<file path="src/rtl/lab3_cache_line_burst_engine_pkg.sv">
// Shared message types, line geometry constants and engine state encoding
// for the cache line burst engine.
package lab3_cache_line_burst_engine_pkg;

   localparam int          LINE_WORDS     = 16;
   localparam logic [31:0] LINE_ADDR_MASK = 32'hFFFF_FFC0;

   localparam logic [2:0] MEM_TYPE_READ  = 3'd0;
   localparam logic [2:0] MEM_TYPE_WRITE = 3'd1;

   typedef struct packed {
      logic [2:0]   type_;
      logic [7:0]   opaque;
      logic [31:0]  addr;
      logic [1:0]   len;
      logic [31:0]  data;
   } mem_req_4B_t;

   typedef struct packed {
      logic [2:0]   type_;
      logic [7:0]   opaque;
      logic [1:0]   len;
      logic [31:0]  data;
   } mem_resp_4B_t;

   typedef struct packed {
      logic [2:0]   type_;
      logic [31:0]  addr;
      logic [511:0] data;
   } mem_req_64B_t;

   typedef struct packed {
      logic [2:0]   type_;
      logic [511:0] data;
   } mem_resp_64B_t;

   typedef enum logic [1:0] {
      ST_IDLE,
      ST_XFER,
      ST_RESP
   } engine_state_e;

endpackage

</file>
<file path="src/rtl/lab3_cache_line_burst_engine_if.sv">
// Cache-side line handshake and memory-side word handshake of the burst engine.
// The slave modport is the engine's view; master is the cache/memory environment.
interface lab3_cache_line_burst_engine_if;
   import lab3_cache_line_burst_engine_pkg::*;

   mem_req_64B_t  cache_req_msg;
   logic          cache_req_val;
   logic          cache_req_rdy;
   mem_resp_64B_t cache_resp_msg;
   logic          cache_resp_val;
   logic          cache_resp_rdy;

   mem_req_4B_t   mem_req_msg;
   logic          mem_req_val;
   logic          mem_req_rdy;
   mem_resp_4B_t  mem_resp_msg;
   logic          mem_resp_val;
   logic          mem_resp_rdy;

   modport slave (
      input  cache_req_msg, cache_req_val, cache_resp_rdy,
      output cache_req_rdy, cache_resp_msg, cache_resp_val,
      output mem_req_msg, mem_req_val, mem_resp_rdy,
      input  mem_req_rdy, mem_resp_msg, mem_resp_val
   );

   modport master (
      output cache_req_msg, cache_req_val, cache_resp_rdy,
      input  cache_req_rdy, cache_resp_msg, cache_resp_val,
      input  mem_req_msg, mem_req_val, mem_resp_rdy,
      output mem_req_rdy, mem_resp_msg, mem_resp_val
   );

endinterface

</file>
<file path="src/rtl/lab3_cache_word_counter.sv">
// Word index counter for one direction of a line transfer; one extra bit
// lets the count reach p_num_words so done can be flagged without wrapping.
module lab3_cache_word_counter #(
   parameter int p_num_words = 16,
   parameter int p_cnt_bits  = $clog2(p_num_words) + 1
) (
   input  logic                  clk,
   input  logic                  reset,
   input  logic                  clr,
   input  logic                  inc,
   output logic [p_cnt_bits-1:0] cnt,
   output logic                  done
);

   logic [p_cnt_bits-1:0] cnt_reg;
   logic [p_cnt_bits-1:0] cnt_next;

   always_comb begin
      cnt_next = cnt_reg;
      if (clr)
         cnt_next = '0;
      else if (inc)
         cnt_next = cnt_reg + 1'b1;
   end

   always_ff @(posedge clk or negedge reset) begin
      if (!reset)
         cnt_reg <= '0;
      else
         cnt_reg <= cnt_next;
   end

   assign cnt  = cnt_reg;
   assign done = (cnt_reg == p_cnt_bits'(p_num_words));

endmodule

</file>
<file path="src/rtl/lab3_cache_line_burst_engine.sv">
// Line transfer engine: one 64B line request becomes a burst of 4B memory
// requests whose in-order responses are folded back into one line response.
module lab3_cache_line_burst_engine
   import lab3_cache_line_burst_engine_pkg::*;
#(
   parameter int p_num_words  = LINE_WORDS,
   parameter int p_line_bytes = 64
) (
   input  logic                           clk,
   input  logic                           reset,
   lab3_cache_line_burst_engine_if.slave  bus,
   output logic                           xfer_err
);

   localparam int          CW        = $clog2(p_num_words) + 1;
   localparam logic [31:0] ADDR_MASK = ~(32'(p_line_bytes) - 32'd1);

   engine_state_e             state_reg;
   engine_state_e             state_next;
   logic [2:0]                type_reg;
   logic [31:0]               base_reg;
   logic                      xfer_err_reg;
   logic                      load_line;
   logic                      req_fire;
   logic                      resp_fire;
   logic                      is_write;
   logic [CW-1:0]             send_cnt;
   logic [CW-1:0]             recv_cnt;
   logic                      send_done;
   logic                      recv_done;
   logic [CW-2:0]             send_idx;
   logic [p_num_words*32-1:0] line_data;
   logic                      unused_resp_bits;

   assign req_fire  = bus.mem_req_val && bus.mem_req_rdy;
   assign resp_fire = bus.mem_resp_val && bus.mem_resp_rdy;
   assign is_write  = (type_reg == MEM_TYPE_WRITE);
   assign send_idx  = send_cnt[CW-2:0];
   assign xfer_err  = xfer_err_reg;

   assign unused_resp_bits = ^{bus.mem_resp_msg.type_, bus.mem_resp_msg.len};

   lab3_cache_word_counter #(.p_num_words(p_num_words), .p_cnt_bits(CW)) u_send_cnt (
      .clk   (clk),
      .reset (reset),
      .clr   (load_line),
      .inc   (req_fire),
      .cnt   (send_cnt),
      .done  (send_done)
   );

   lab3_cache_word_counter #(.p_num_words(p_num_words), .p_cnt_bits(CW)) u_recv_cnt (
      .clk   (clk),
      .reset (reset),
      .clr   (load_line),
      .inc   (resp_fire),
      .cnt   (recv_cnt),
      .done  (recv_done)
   );

   always_ff @(posedge clk or negedge reset) begin
      if (!reset) begin
         state_reg    <= ST_IDLE;
         type_reg     <= MEM_TYPE_READ;
         base_reg     <= '0;
         xfer_err_reg <= 1'b0;
      end else begin
         state_reg <= state_next;
         if (load_line) begin
            type_reg <= bus.cache_req_msg.type_;
            base_reg <= bus.cache_req_msg.addr & ADDR_MASK;
         end
         if (resp_fire && (bus.mem_resp_msg.opaque != 8'(recv_cnt)))
            xfer_err_reg <= 1'b1;
      end
   end

   // Issue and collection run concurrently in XFER; the last response alone decides the exit.
   always_comb begin
      state_next         = state_reg;
      load_line          = 1'b0;
      bus.cache_req_rdy  = 1'b0;
      bus.cache_resp_val = 1'b0;
      bus.mem_req_val    = 1'b0;
      bus.mem_resp_rdy   = 1'b0;
      unique case (state_reg)
         ST_IDLE: begin
            bus.cache_req_rdy = reset;
            if (bus.cache_req_val && reset) begin
               load_line  = 1'b1;
               state_next = ST_XFER;
            end
         end
         ST_XFER: begin
            bus.mem_req_val  = !send_done;
            bus.mem_resp_rdy = !recv_done;
            if (bus.mem_resp_val && !recv_done && (recv_cnt == CW'(p_num_words - 1)))
               state_next = ST_RESP;
         end
         ST_RESP: begin
            bus.cache_resp_val = 1'b1;
            if (bus.cache_resp_rdy)
               state_next = ST_IDLE;
         end
         default: state_next = ST_IDLE;
      endcase
   end

   always_comb begin
      bus.mem_req_msg        = '0;
      bus.mem_req_msg.type_  = type_reg;
      bus.mem_req_msg.opaque = 8'(send_cnt);
      bus.mem_req_msg.addr   = base_reg + 32'({send_cnt, 2'b00});
      bus.mem_req_msg.len    = 2'd0;
      bus.mem_req_msg.data   = is_write ? line_data[{send_idx, 5'b00000} +: 32] : 32'h0;

      bus.cache_resp_msg       = '0;
      bus.cache_resp_msg.type_ = type_reg;
      bus.cache_resp_msg.data  = is_write ? '0 : line_data;
   end

   // Line buffer holds the outgoing write line, then is overwritten word by word on a refill.
   genvar gi;
   generate
      for (gi = 0; gi < p_num_words; gi++) begin : g_word
         logic [31:0] word_reg;
         logic        word_we;

         assign word_we = resp_fire && !is_write && (recv_cnt == CW'(gi));

         always_ff @(posedge clk or negedge reset) begin
            if (!reset)
               word_reg <= '0;
            else if (load_line)
               word_reg <= bus.cache_req_msg.data[32*gi +: 32];
            else if (word_we)
               word_reg <= bus.mem_resp_msg.data;
         end

         assign line_data[32*gi +: 32] = word_reg;
      end
   endgenerate

endmodule

</file>
<file path="src/flat_wrapper.sv">
// flat-port wrapper written by rule: the top's interface ports become plain ports
module lab3_cache_line_burst_engine_flat import lab3_cache_line_burst_engine_pkg::*;
#(
   parameter int p_num_words  = LINE_WORDS,
   parameter int p_line_bytes = 64
)
  (clk, reset, xfer_err, bus_cache_req_msg, bus_cache_req_val, bus_cache_resp_rdy, bus_cache_req_rdy, bus_cache_resp_msg, bus_cache_resp_val, bus_mem_req_msg, bus_mem_req_val, bus_mem_resp_rdy, bus_mem_req_rdy, bus_mem_resp_msg, bus_mem_resp_val);
  lab3_cache_line_burst_engine_if bus_i ();
  input  logic clk;
  input  logic reset;
  output logic xfer_err;
  input wire logic [$bits(bus_i.cache_req_msg)-1:0] bus_cache_req_msg;
  input wire logic [$bits(bus_i.cache_req_val)-1:0] bus_cache_req_val;
  input wire logic [$bits(bus_i.cache_resp_rdy)-1:0] bus_cache_resp_rdy;
  output wire logic [$bits(bus_i.cache_req_rdy)-1:0] bus_cache_req_rdy;
  output wire logic [$bits(bus_i.cache_resp_msg)-1:0] bus_cache_resp_msg;
  output wire logic [$bits(bus_i.cache_resp_val)-1:0] bus_cache_resp_val;
  output wire logic [$bits(bus_i.mem_req_msg)-1:0] bus_mem_req_msg;
  output wire logic [$bits(bus_i.mem_req_val)-1:0] bus_mem_req_val;
  output wire logic [$bits(bus_i.mem_resp_rdy)-1:0] bus_mem_resp_rdy;
  input wire logic [$bits(bus_i.mem_req_rdy)-1:0] bus_mem_req_rdy;
  input wire logic [$bits(bus_i.mem_resp_msg)-1:0] bus_mem_resp_msg;
  input wire logic [$bits(bus_i.mem_resp_val)-1:0] bus_mem_resp_val;
  assign bus_i.cache_req_msg = bus_cache_req_msg;
  assign bus_i.cache_req_val = bus_cache_req_val;
  assign bus_i.cache_resp_rdy = bus_cache_resp_rdy;
  assign bus_cache_req_rdy = bus_i.cache_req_rdy;
  assign bus_cache_resp_msg = bus_i.cache_resp_msg;
  assign bus_cache_resp_val = bus_i.cache_resp_val;
  assign bus_mem_req_msg = bus_i.mem_req_msg;
  assign bus_mem_req_val = bus_i.mem_req_val;
  assign bus_mem_resp_rdy = bus_i.mem_resp_rdy;
  assign bus_i.mem_req_rdy = bus_mem_req_rdy;
  assign bus_i.mem_resp_msg = bus_mem_resp_msg;
  assign bus_i.mem_resp_val = bus_mem_resp_val;
  lab3_cache_line_burst_engine #(.p_num_words(p_num_words), .p_line_bytes(p_line_bytes)) u_core (.clk(clk), .reset(reset), .bus(bus_i), .xfer_err(xfer_err));
endmodule
</file>
<file path="config.mk">
export PLATFORM = sky130hd
export DESIGN_NAME = lab3_cache_line_burst_engine_flat
export DESIGN_NICKNAME = d
export VERILOG_FILES = /design/src/rtl/lab3_cache_line_burst_engine_pkg.sv /design/src/rtl/lab3_cache_line_burst_engine_if.sv /design/src/rtl/lab3_cache_word_counter.sv /design/src/rtl/lab3_cache_line_burst_engine.sv /design/src/flat_wrapper.sv
export SDC_FILE = /design/constraint.sdc
export NUM_CORES = 1
export LEC_CHECK = 0
export CORE_AREA = 3 3 466 468
export DETAILED_ROUTE_END_ITERATION = 6
export DIE_AREA = 0 0 469 471
export SYNTH_ARGS = -nofsm -noshare
export SYNTH_HDL_FRONTEND = slang
export SYNTH_SLANG_ARGS = --single-unit
</file>
<file path="constraint.sdc">
create_clock -name clk -period 2.7 [get_ports clk]
set_input_delay 0.54 -clock clk [delete_from_list [all_inputs] [get_ports clk]]
set_output_delay 0.54 -clock clk [all_outputs]
set_load 0.02 [all_outputs]
</file>
Word level (Yosys, flattened, before mapping). Index checks and enable logic that the tools add are counted.

Output and inout port bits: 597. Register bits after elaboration: 554. Logic and storage cells: 145. Input bits: 598.

Add/sub/neg operators: 3. Equality and inequality tests: 24. Reduce and logical (&&, ||, !) cells: 47. Shift-type cells: 1. Muxes and demuxes: 48.

Operator list (count): $mux W32 (33); $mux W512 (1); $shiftx A512 B10 Y32 (1); $eq A5 B4 Y1 const B (8); $reduce_bool A2 Y1 (18); $add A32 B7 Y32 (1); $logic_and A1 B1 Y1 (23); $eq A5 B3 Y1 const B (4); $mux W5 (4); $add A5 B1 Y5 const B (2); $eq A5 B2 Y1 const B (2); $eq A5 B5 Y1 const B (2); $ne A8 B5 Y1 (1); $mux W1 (6); $mux W2 (3); $pmux W2 S3 (1); $eq A5 B1 Y1 const B (1); $logic_not A5 Y1 (1); $ne A2 B1 Y1 const B (2); $eq A3 B1 Y1 const B (1); $logic_not A1 Y1 (3); $reduce_and A3 Y1 (1); $eq A2 B1 Y1 const B (1); $eq A2 B2 Y1 const B (1); 2 further kinds (2).

Longest topological paths before layout. Gate-level depths: netlist (run 1).

Word-level depth: 8. Depth in mapped cells: 9. Depth with buffers taken out: 7.

Cells and area by module. From an unflattened synthesis (run 1), not the netlist that was laid out.

Cell total of the unflattened synthesis: 3254. Area total of the unflattened synthesis: 32049.5 um^2.

By module, submodules not included: lab3_cache_line_burst_engine (cells an instance 3201, sequential area each 13613.1 um^2, area an instance 31448.9 um^2, times used 1); lab3_cache_word_counter (u_core.u_send_cnt) (cells an instance 27, sequential area each 125.1 um^2, area an instance 301.5 um^2, times used 1); lab3_cache_word_counter (u_core.u_recv_cnt) (cells an instance 26, sequential area each 125.1 um^2, area an instance 299.0 um^2, times used 1).

Worst setup path after synthesis (run 1). No wires, ideal clock.

Path type: reg2out. Start: register u_core.u_send_cnt.cnt_reg[4], in the netlist u_core.u_send_cnt.cnt[4]. End: output port bus_mem_req_msg[60]. Stages on the path, launching flop included: 7. Arrival: 2053 ps. Slack: 107 ps. Buffers on the path: 0. Required time: 2160 ps. Cells stage by stage: dfrtp_1 > ha_1 > ha_1 > nand4_1 > nor4_1 > nand4_1 > xnor2_1.

Word-level cells in the longest chain between the ends: 1.

Ends and longest elaborated chain: start: declaration (RTL line lab3_cache_word_counter.sv:15) `logic [p_cnt_bits-1:0] cnt_reg;`; start signal: assignment (RTL line lab3_cache_word_counter.sv:30) `cnt_reg <= cnt_next;`; $add A32 B7 Y32 (RTL line lab3_cache_line_burst_engine.sv:113) `bus.mem_req_msg.addr = base_reg + 32'({send_cnt, 2'b00});`; end: declaration (RTL line flat_wrapper.sv:18) `output wire logic [$bits(bus_i.mem_req_msg)-1:0] bus_mem_req_msg;`.

No other way between the ends.

Final worst setup path (run 1).
Start: register u_core.u_send_cnt.cnt_reg[0], in the netlist u_core.u_send_cnt.cnt[0]. End: output port bus_mem_req_msg[6].

Word-level cells in the longest chain between the ends: 2.

Ends and longest elaborated chain: $shiftx A512 B10 Y32 (RTL line lab3_cache_line_burst_engine.sv:115) `bus.mem_req_msg.data = is_write ? line_data[{send_idx, 5'b00000} +: 32] : 32'h0;`; $mux W32 (RTL line lab3_cache_line_burst_engine.sv:115).

No other way between the ends.

==> flow_summary.yaml, run 1 <==
outcome:
  outcome: "complete, but fails checks"
  violations: "setup timing"
global_routing:
  met3_usage_pct: 9.85
  busiest_layer: "met2"
  gr-usage-met2_pct: 34.8
  grt_util_all_layers_pct: 22.1
  met1_usage_pct: 26.8
  grt_max_degree: 150
  grt_pass1_vias: 34600
  grt_pass1_wl_um: 330000
  antenna_found_initial: 62
  grt_remaining_overflow: 0
placed_design:
  dp_hpwl_um: 197000
  io_buffers: 1176
  post-place-ws_ps: -688
  gp_congestion: 0.959
  post_dp_cell_area_um2: 50900
critical_path:
  r2r_slack_ps: -260
  crit_path_end: "bus_mem_req_msg[6]"
  cp_top_family: "buffers and inverters"
  r2r-end: "u_core.g_word[7].word_reg[16]"
  regToRegStartpoint: "u_core.type_reg[1]"
  worstPathMaxFanout: 6
  arrival_ps: 2940
  cpPeakStageDelay_ps: 520
  slowest_stage: "dfrtp_4"
  startpoint: "u_core.u_send_cnt.cnt[0]"
  cp_cell_sequence: "buf_12 > buf_4 > buf_8 > buf_12 > buf_12 > mux4_2 > a22oi_2 > nand2_8 > buf_12"
  worstSetupPathType: "flop to output pin"
  end_kind: "output pin"
  worst_path_most_repeated_cell: "buf_12"
  r2r_cells: 12
  crit_required_ps: 2160
  crit_buf_inv: 6
  crit_cells: 9
  critPathLaunchType: "flop"
job:
  max_cap_violations: 0
power:
  pwr-share-seq_pct: 19.2
  p_leak_nw: 23.5
  swShare_pct: 44.9
  power_switching_w: 0.0423
  powerDensity_nw_per_um2: 1610
  intPower_w: 0.0518
  peakVddDrop_mv: 0.752
  combPwrFrac_pct: 69.3
  power_w: 0.0941
  power_frac_clock_pct: 11.4
sta:
  period_needed_ps: 3480
  drv_slew: 0
  tightest_slew_ps: 1110
  finalHoldWorstSlack_ps: 353
  setup_viol_count_final: 1037
  skew_ps: 42.4
  slew_headroom_pct: 25.9
  fmax_mhz: 287
  period_share_pct: 129
  worst_slack_ps: -783
  hold_violations: 0
  grt_setup_unrepaired: "true"
synth:
  synth_ff_type: "dfrtp_1"
  yosysUniqueCellTypes: 46
  synth_edf_count: 0
  async_flop_share_pct: 100
  avgSynthCellArea_um2: 9.03
  yosysMostFrequentCell: "nand2_1"
  netlist.area_leader.share_pct: 44.5
  synth_top_area_cell: "dfrtp_1"
  syn_inst: 3450
  netlist_top_cells_count: "nand2_1, dfrtp_1, nor2_1"
  synth-seq-cells: 554
  yosysWarnings: 0
  seq_area_frac_synth_pct: 44.5
  synth_area_um2: 31200
  ys_top_cells_by_area: "dfrtp_1, and2_1, a31oi_1"
drt:
  drc: 0
  num_vias: 35800
  dr.pass1.iters: 6
  ant_nets: 0
  drt-initial-drc-count: 3819
  vias_per_cell: 4.55
  wl_um: 261000
  wire_per_inst_um: 33.2
final_layout:
  drive_above_1_share_pct: 34.7
  design_area_um2: 58300
  areaGrowthSynthToFinish_pct: 87.2
  nNetsFinal: 5535
  largest_reg_flops: 512
floorplan:
  core-area_um2: 214000
  dieArea_um2: 221000
  die_x_um: 469
  rows: 170
  io_pins: 1195
  floorplan.initialDensity_pct: 14.6
  die_h_um: 471
clock_network:
  insertion_delay_ps: 730
  clkSlewWorstSetupHoldPaths_ps: 60
  numCtsBuffers: 77
  htreeDepth: 3
  tritoncts: "yes"
  clk_path_buf_depth: 3
  cts_root_buf: "clkbuf_16"
  clock_sinks: 554
worst_hold_path:
  worstHoldPathType: "primary input to flop"
worst min-delay path by stage:
stage	start	end	slack, ps	cells past startpoint
2_1_floorplan	reset	u_core.base_reg[10]	240	0
4_1_cts	bus_cache_req_msg[523]	u_core.base_reg[11]	260	3
6_report	bus_cache_req_msg[523]	u_core.base_reg[11]	350	3
3_5_place_dp	u_core.xfer_err	u_core.xfer_err	470	1
5_1_grt	bus_cache_req_msg[533]	u_core.base_reg[21]	310	3
3_3_place_gp	u_core.base_reg[6]	u_core.base_reg[6]	470	2
worst register-to-register path: stages (launching register included):
cell and delay [ps]:
dfrtp_1 370, or3b_4 510, buf_12 200, buf_16 140
buf_12 160, buf_4 150, clkbuf_16 160, buf_4 150
clkbuf_16 160, a41o_4 280, buf_12 160, nor2_1 330
a31oi_1 60
cell families (layout without fill, tap and decap cells):
logic type	Yosys count	after routing	synth area share, %
simple gates	1779	1779	26.2
compound gates	596	596	12.7
flops	554	554	44.5
buf+inv	342	1872	5.82
mux	137	137	9.47
xor+xnor	32	32	0.900
fa+ha+maj	9	9	0.361
other cells	1	38	0.0120
through the flow:
| step | TNS [ps] | utilization, % | std cells |
|---|---|---|---|
| finish | -339800 | 27.3 | 7855 |
| global route | -430040 | 27.2 | 7844 |
| CTS | -380030 | 26.3 | 7732 |
| detailed placement | -22830 | 23.8 | 7471 |
| global placement | -21900 | 23.8 | 7471 |
| floorplan | 0 | - | 3456 |
what timing repair did:
item | CTS | global route
endpoints found under the setup margin | 656 | 890
hold buffers | 1 | 0
pin swaps | 63 | 83
buffers inserted | 84 | 94
endpoints found under the hold margin | 8 | 0
cloned | 40 | 21
resized for setup | 977 | 807
layout make-up:
cell class / count / area [um^2]
Clock inverter: 30 / 388
Timing Repair Buffer: 1728 / 21200
Antenna cell: 31 / 77.6
Sequential cell: 554 / 13900
Tap cell: 2838 / 3550
Fill cell: 22700 / 156000
Clock buffer: 107 / 2180
Inverter: 7 / 26.3
Multi-Input combinational cell: 2560 / 17000
layer usage:
| layer | wire, um | vias to the layer above |
|---|---|---|
| met5 | 284 | - |
| met4 | 10000 | 26 |
| met3 | 33800 | 435 |
| met2 | 116000 | 2525 |
| met1 | 100000 | 17900 |
| li1 | - | 14900 |
cell usage in the layout (no fill, tap or decap), types with 13 or more instances in the layout:
cell / n
a22oi_2: 53
a31oi_1: 498
a31oi_2: 14
a41o_4: 16
and2_1: 283
and2_4: 234
buf_12: 376
buf_16: 43
buf_2: 52
buf_4: 367
buf_6: 192
buf_8: 29
clkbuf_1: 16
clkbuf_16: 93
clkbuf_8: 14
clkdlybuf4s50_1: 609
dfrtp_1: 551
diode_2: 31
dlygate4sd2_1: 24
mux4_2: 126
nand2_1: 650
nand2_4: 17
nand4_1: 13
nor2_1: 521
xnor2_1: 14
power by group through the flow:
| stage | sequential (W) | combinational [W] | clock [W] |
|---|---|---|---|
| 3_3_place_gp | 0.0177 | 0.0560 | 0 |
| 4_1_cts | 0.0177 | 0.0616 | 0.0110 |
| 6_report | 0.0181 | 0.0652 | 0.0108 |
| 2_1_floorplan | 0.0148 | 0.0229 | 0 |
| 5_1_grt | 0.0182 | 0.0684 | 0.0113 |
| 3_5_place_dp | 0.0178 | 0.0560 | 0 |
Power figures use the tool's default switching activity.
==> run 2, diff against run 1 <==
--- a/config.mk
+++ b/config.mk
@@ -5,9 +5,9 @@
 export SDC_FILE = /design/constraint.sdc
 export NUM_CORES = 1
 export LEC_CHECK = 0
-export CORE_AREA = 3 3 466 468
+export CORE_AREA = 2 2 465 467
 export DETAILED_ROUTE_END_ITERATION = 6
-export DIE_AREA = 0 0 469 471
+export DIE_AREA = 0 0 467 469
 export SYNTH_ARGS = -nofsm -noshare
 export SYNTH_HDL_FRONTEND = slang
 export SYNTH_SLANG_ARGS = --single-unit
==> run 2 against run 1 <==
The flow still finishes with violations (setup timing). Clock power about the same. Final cell count down 0.14%. Routed wire length fell by 1.6%. Total power increased by 0.22%. Combinational power hardly changed. Fmax rose by 0.25%. Critical path depth rose by 1. Setup slack improved by 8.9 ps. Largest cell class unchanged.
==> flow_summary.yaml, run 2 (synthesis results as in run 1) <==
final_layout:
  drive_above_1_share_pct: 37.5
  nNetsFinal: 5512
  fillers: 22500
  design_area_um2: 58500
  final_cell_mix: "nand2_1, clkdlybuf4s50_1, dfrtp_1, nor2_1, a31oi_1"
  largest_reg_flops: 512
  mostFrequentLayoutCell: "nand2_1"
  areaGrowthSynthToFinish_pct: 87.8
sta:
  worst_slack_ps: -774
  fin_setup_tns_ps: -328920
  grt_setup_unrepaired: "true"
  tightest_slew_ps: 1170
  fmax_mhz: 288
  drv_slew: 0
  hold_violations: 0
  skew_ps: 34.0
  slew_headroom_pct: 22.2
  setup_viol_count_final: 965
  period_share_pct: 129
  period_needed_ps: 3470
  finalHoldWorstSlack_ps: 382
critical_path:
  end_kind: "output pin"
  r2r_slack_ps: -190
  worstPathMaxFanout: 5
  critPathLaunchType: "flop"
  arrival_ps: 2930
  crit_required_ps: 2160
  worst_path_most_repeated_cell: "buf_12"
  worstSetupPathType: "flop to output pin"
  cpPeakStageDelay_ps: 510
  slowest_stage: "or3b_4"
  cp_cell_sequence: "or3b_4 > buf_8 > buf_16 > buf_12 > buf_12 > buf_4 > clkbuf_16 > buf_6 > and2_1 > buf_2"
global_routing:
  grt_max_degree: 129
  grt_pass1_vias: 34000
  antenna_found_initial: 82
  grt_remaining_overflow: 0
  grt_pass1_wl_um: 318000
  grt_util_all_layers_pct: 21.6
job:
  max_cap_violations: 0
placed_design:
  post_dp_cell_area_um2: 50600
  io_buffers: 1176
  dp_hpwl_um: 196000
  gp_congestion: 0.937
drt:
  drt-initial-drc-count: 3892
  ant_nets: 0
  num_vias: 35400
  wire_per_inst_um: 32.7
  vias_per_cell: 4.51
  wl_um: 257000
  drc: 0
  dr.pass1.iters: 6
clock_network:
  clock_sinks: 554
  cts_root_buf: "clkbuf_16"
  clkSlewWorstSetupHoldPaths_ps: 60
  tritoncts: "yes"
  numCtsBuffers: 75
  htreeDepth: 3
  insertion_delay_ps: 710
  clk_path_buf_depth: 3
power:
  powerDensity_nw_per_um2: 1610
  peakVddDrop_mv: 0.837
  p_leak_nw: 23.7
floorplan:
  floorplan.initialDensity_pct: 14.6
  die_x_um: 467
  die_h_um: 469
  core-area_um2: 214000
  rows: 170
  dieArea_um2: 219000
  io_pins: 1195
outcome:
  outcome: "complete, but fails checks"
  violations: "setup timing"
worst_hold_path:
  worstHoldPathType: "primary input to flop"
run 2: through the flow:
stage	total power, W	setup slack [ps]	instances	util (%)
after floorplan	0.0376	107	3456	-
after global placement	0.0722	-971	7456	23.7
after detailed placement	0.0724	-965	7456	23.7
after CTS	0.0870	-991	7661	25.7
after global routing	0.0983	-970	7829	27.3
final	0.0943	-774	7844	27.4
run 2: worst paths after layout:
path / startpoint / to / depth (start not counted)
worst min register to register: u_core.xfer_err / u_core.xfer_err / 1
min in group asynchronous: reset / u_core.g_word[12].word_reg[15] / 4
worst max register to register: u_core.type_reg[1] / u_core.g_word[10].word_reg[25] / 11
max in group asynchronous: reset / u_core.g_word[13].word_reg[28] / 5
worst max-delay path: u_core.type_reg[1] / bus_cache_resp_msg[175] / 10
worst min-delay path: bus_cache_req_msg[520] / u_core.base_reg[8] / 3
run 2: critical path: cells and delay by family (launching register included):
| family | cells | cell delay, ps |
|---|---|---|
| AND/OR/NAND/NOR | 2 | 660 |
| buffers and inverters | 8 | 1160 |
| flip-flops | 1 | 380 |
run 2: final cells by class:
| type | count | area (um^2) | share of cell area [%] |
|---|---|---|---|
| Antenna cell | 44 | 110 | 0.188 |
| Inverter | 7 | 28.8 | 0.0492 |
| Clock buffer | 104 | 2140 | 3.66 |
| Tap cell | 2838 | 3550 | 6.07 |
| Sequential cell | 554 | 13900 | 23.7 |
| Clock inverter | 30 | 464 | 0.794 |
| Multi-Input combinational cell | 2560 | 17300 | 29.6 |
| Timing Repair Buffer | 1707 | 21000 | 35.9 |
run 2: repair_timing:
action,in CTS,in global routing
setup endpoints to repair,581,582
hold buffers,1,0
resized for setup,557,1438
pin swaps,51,101
cloned,21,49
setup buffers,58,117
endpoints found under the hold margin,6,0
run 2: metal layers:
metal	up-vias	part of all wire, %	routed length (um)	track usage (%)
li1	14900	-	-	-
met1	17700	39	99200	26.3
met2	2376	44	114000	33.3
met3	424	13	33100	9.65
met4	14	3.9	10000	8.28
met5	-	0.040	103	0
run 2: power by group:
group	switching [W]	internal, W	leakage, nW
Clock	0.00448	0.00652	1.27
Combinational	0.0316	0.0337	16.2
Sequential	0.00544	0.0125	6.27
Total	0.0416	0.0527	23.7
